==> src/rtl/wb_regfile.sv <==
// Write-back stage and architectural register file of the 5-stage MIPS pipeline.
// Two combinational read ports with write-first bypass; index 0 is hardwired zero.
module wb_regfile #(
  parameter int DATA_W = 32,
  parameter int ADDR_W = 5
) (
  input  logic              clk,
  input  logic              rst,
  input  logic              RegWrite,
  input  logic              MemtoReg,
  input  logic [DATA_W-1:0] ALUresult,
  input  logic [DATA_W-1:0] readData,
  input  logic [ADDR_W-1:0] writeReg,
  input  logic [ADDR_W-1:0] readReg1,
  input  logic [ADDR_W-1:0] readReg2,
  output logic [DATA_W-1:0] readData1,
  output logic [DATA_W-1:0] readData2,
  output logic [DATA_W-1:0] writeData
);

  localparam int DEPTH = 1 << ADDR_W;

  logic [DATA_W-1:0] regs_r [DEPTH];
  logic [DATA_W-1:0] wdata_s;
  logic              wr_en_s;
  logic [DATA_W-1:0] rd1_s;
  logic [DATA_W-1:0] rd2_s;

  // Write-back value select and effective write enable (writes to $zero dropped)
  always_comb begin
    wdata_s = {DATA_W{1'b0}};
    wr_en_s = 1'b0;
    if (MemtoReg) begin
      wdata_s = readData;
    end else begin
      wdata_s = ALUresult;
    end
    if (RegWrite && (writeReg != {ADDR_W{1'b0}})) begin
      wr_en_s = 1'b1;
    end else begin
      wr_en_s = 1'b0;
    end
  end

  // Register array: asynchronous clear, single write port
  always_ff @(posedge clk or posedge rst) begin
    if (rst) begin
      for (int i = 0; i < DEPTH; i++) begin
        regs_r[i] <= {DATA_W{1'b0}};
      end
    end else if (wr_en_s) begin
      regs_r[writeReg] <= wdata_s;
    end else begin
      regs_r <= regs_r;
    end
  end

  // Read ports: zero register first, then same-cycle bypass, then array
  always_comb begin
    rd1_s = {DATA_W{1'b0}};
    rd2_s = {DATA_W{1'b0}};
    if (readReg1 == {ADDR_W{1'b0}}) begin
      rd1_s = {DATA_W{1'b0}};
    end else if (RegWrite && (writeReg == readReg1)) begin
      rd1_s = wdata_s;
    end else begin
      rd1_s = regs_r[readReg1];
    end
    if (readReg2 == {ADDR_W{1'b0}}) begin
      rd2_s = {DATA_W{1'b0}};
    end else if (RegWrite && (writeReg == readReg2)) begin
      rd2_s = wdata_s;
    end else begin
      rd2_s = regs_r[readReg2];
    end
  end

  assign readData1 = rd1_s;
  assign readData2 = rd2_s;
  assign writeData = wdata_s;

endmodule
==> config.mk <==
export PLATFORM = sky130hd
export DESIGN_NAME = wb_regfile
export DESIGN_NICKNAME = d
export VERILOG_FILES = /design/src/rtl/wb_regfile.sv
export SDC_FILE = /design/constraint.sdc
export NUM_CORES = 2
export LEC_CHECK = 0
export CORE_MARGIN = 2
export CORE_UTILIZATION = 45
export CTS_BUF_LIST = sky130_fd_sc_hd__clkbuf_4
export DETAILED_ROUTE_END_ITERATION = 8
export GPL_TIMING_DRIVEN = 0
export HOLD_SLACK_MARGIN = 0.1
export SLEW_MARGIN = 20
export SYNTH_ARGS = -nofsm -noshare
export SYNTH_HDL_FRONTEND = slang
export SYNTH_SLANG_ARGS = --single-unit
==> constraint.sdc <==
create_clock -name clk -period 44.4 [get_ports clk]
set_clock_uncertainty 0.15 [all_clocks]
set_input_delay 11.1 -clock clk [delete_from_list [all_inputs] [get_ports clk]]
set_output_delay 11.1 -clock clk [all_outputs]
set_load 0.02 [all_outputs]
==> metrics.txt <==
max FFs per register 1024; post_cts resized 0; slowest CP cell nor4_1; H-tree depth 5; DP HPWL 220 mm; Layout Utilization 52.1%; post-route ant nets 0; GR Util met1 62.7%; Largest regs regs_r (1024); Pwr Density 49.2 mW/mm2; RSZ-0062 raised after global routing false; met3 global-route usage 28.2%; min-delay worst type register to register; initial antenna violation count 37; register-to-register setup slack 43.35 ns; #FFs+latches synth 1024; Hold-fix buffers, CTS 0; DR WL/cell 42.5 um; hold_sp regs_r[1006]$_DFFE_PP0P_; Hold Path Cell Cnt 1; Avg Cell Area, Syn 10.9 um2; Clock Latency Late Sink 1.29 ns; largest cells by area after synthesis dfrtp_1 48%, mux4_2 17%, a21oi_1 5.3%, o21ai_0 4.8%, nor2_1 3.9%; crit-path cells clkdlybuf4s50_1 -> buf_2 -> buf_4 -> nand2b_1 -> clkbuf_2 -> o22ai_1 -> nor4_1 -> nor3_1 -> a211oi_1 -> clkdlybuf4s50_1; nets 5524; fraction of layout instances using a drive strength above 1 21.0%; max cap viols 0; # port buffers 166; Iteration-0 DRC Markers 9193; Layout area overhead 14.6%; clock net sink count 1024; root buf cell clkbuf_4; min Tclk post-route 27.85 ns; Crit Path Max Fanout 10; die area 0.122 mm2; gr usage total 49.9%; Critical Path RT 33.15 ns; reg-to-reg critical path endpoint regs_r[722]$_DFFE_PP0P_; GR Layer Usage met2 64.7%; Async S/R FF share, synth 100%; Pre-antenna DRT Iters 8; synth cell count leaders 1024 x dfrtp_1, 566 x a21oi_1, 565 x nor2_1; Syn Inst Count 4946; Yosys top cell area share 47.7%; Worst setup EP type output pin; vias in the first global route 47110; final wirelength 306 mm; Leakage 26.3 nW; global-route wire length before repair 407 mm; CTS tree done; WP data arrival 16.60 ns; final hold vios 0; # rows 126; status completed; r2r worst-path depth 2; postcts setup bufs 0; WP buf/inv 5; period utilisation layout 62.7%; Post-synth EDFFs 0; Initial Utilization 45.5%; CTS Buf Count 309; GP Congestion 1.06; Peak VDD IR 0.0304 mV; clk buf depth 4; largest net degree at the start of global routing 103; Largest Register regs_r; area leader, netlist dfrtp_1; Core ar. 0.118 mm2; CP most frequent cell clkdlybuf4s50_1; final routed DRC violation total 0; global route total overflow 0; Slew @ Worst Pin 1.34 ns; reg2reg start regs_r[722]$_DFFE_PP0P_; Crit Path Class input port to output pin; Top delay family on crit path buffers and inverters; Unique masters post-synth 60; Top FF cell, synth dfrtp_1; post-synthesis cell area 0.0537 mm2; CP Launch Type input port; worst hold path endpoint regs_r[1006]$_DFFE_PP0P_; GR peak layer met2; Yosys Warn Count 0; Reg clk slew, reported paths 0.06 ns; net count after synthesis 5029; Worst path max stage delay 0.80 ns; Final setup viols 0; vias per std cell 7.04; Ports 179; Max Slew Vio Count 0; Die H 350 um; f_max 35.9 MHz; part of the Yosys area used for sequential elements 47.7%; top-count cell post-synth dfrtp_1; routed via count 50700; Tot Pwr 3.03 mW; Slew HR 10.4%; Die X 350 um
==> worst max path at each step <==
stage | depth (start not counted) | slack, ns | end | from
3_3_place_gp | 2 | -9.10 | regs_r[931]$_DFFE_PP0P_ | rst
2_1_floorplan | 1 | 4.33 | regs_r[0]$_DFFE_PP0P_ | rst
5_1_grt | 10 | 16.88 | readData2[29] | readReg2[4]
3_5_place_dp | 10 | 17.16 | readData2[29] | readReg2[2]
6_report | 10 | 16.55 | readData2[29] | readReg2[2]
4_1_cts | 10 | 17.15 | readData2[29] | readReg2[2]
==> power breakdown <==
group	switching [mW]	internal [mW]	total, mW
registers	0.186	1.13	1.32
clock network	0.455	0.456	0.911
logic	0.466	0.333	0.799
total	1.11	1.92	3.03
==> cell families (layout without fill, tap and decap cells) <==
family          after synthesis  in the layout  synth area share [%]
compound gates             1415           1415                  14.7
xor+xnor                     10             10                 0.163
mux                         674            674                  22.7
buf+inv                     577           1267                  5.26
simple gates               1246           1246                  9.55
other cells                   0             25                     0
flops                      1024           1024                  47.7
==> per-stage QoR <==
stage | hold WS [ns] | area, um2 | TNS, ns | cells | setup slack (ns)
2_1_floorplan | 0.288 | 53700 | 0 | 4946 | 4.33
3_3_place_gp | 0.302 | 57300 | -9094.14 | 6648 | -9.10
3_5_place_dp | 0.312 | 57900 | 0 | 6664 | 17.16
4_1_cts | 0.326 | 61500 | 0 | 7170 | 17.15
5_1_grt | 0.347 | 61500 | 0 | 7179 | 16.88
6_report | 0.329 | 61600 | 0 | 7197 | 16.55
==> metal layers <==
| metal | wire length [um] | part of all wire (%) | vias up |
|---|---|---|---|
| met4 | 24100 | 7.9 | 40 |
| met1 | 110000 | 36 | 25681 |
| met2 | 119000 | 39 | 4669 |
| met5 | 939 | 0.31 | - |
| met3 | 52500 | 17 | 1077 |
| li1 | - | - | 19233 |
==> cell usage in the layout, fill, tap and decap left out, types with 11 or more instances in the layout <==
master | netlist | final
a211oi_1 | 67 | 62
a21oi_1 | 566 | 566
a221oi_1 | 37 | 37
a22oi_1 | 24 | 24
buf_16 | 0 | 15
buf_2 | 92 | 96
buf_4 | 40 | 41
buf_6 | 35 | 35
clkbuf_1 | 357 | 328
clkbuf_2 | 0 | 29
clkbuf_4 | 0 | 447
clkdlybuf4s50_1 | 0 | 166
clkinv_1 | 0 | 51
dfrtp_1 | 1024 | 1024
diode_2 | 0 | 25
inv_1 | 36 | 35
mux2_2 | 50 | 50
mux2i_1 | 200 | 184
mux2i_2 | 0 | 15
mux4_1 | 20 | 20
mux4_2 | 404 | 404
nand2_1 | 516 | 516
nand2b_1 | 15 | 15
nand3_1 | 11 | 11
nor2_1 | 565 | 562
nor2b_1 | 27 | 27
nor3_1 | 34 | 34
nor3b_1 | 12 | 12
nor4_1 | 13 | 13
o21a_1 | 13 | 13
o21ai_0 | 518 | 517
o221ai_1 | 14 | 14
o22a_1 | 13 | 13
o22ai_1 | 118 | 118
or4_1 | 11 | 11
==> final cells by class <==
| cell class | instances | area (um2) |
|---|---|---|
| fillers | 10919 | 56700 |
| flip-flops and latches | 1024 | 25600 |
| multi-input cells | 3345 | 25400 |
| clock buffers | 446 | 3350 |
| plain buffers | 541 | 2730 |
| repair buffers | 184 | 2110 |
| well taps | 1536 | 1920 |
| clock inverters | 60 | 229 |
| inverters | 36 | 143 |
| diodes | 25 | 62.6 |
Power figures use the tool's default switching activity.
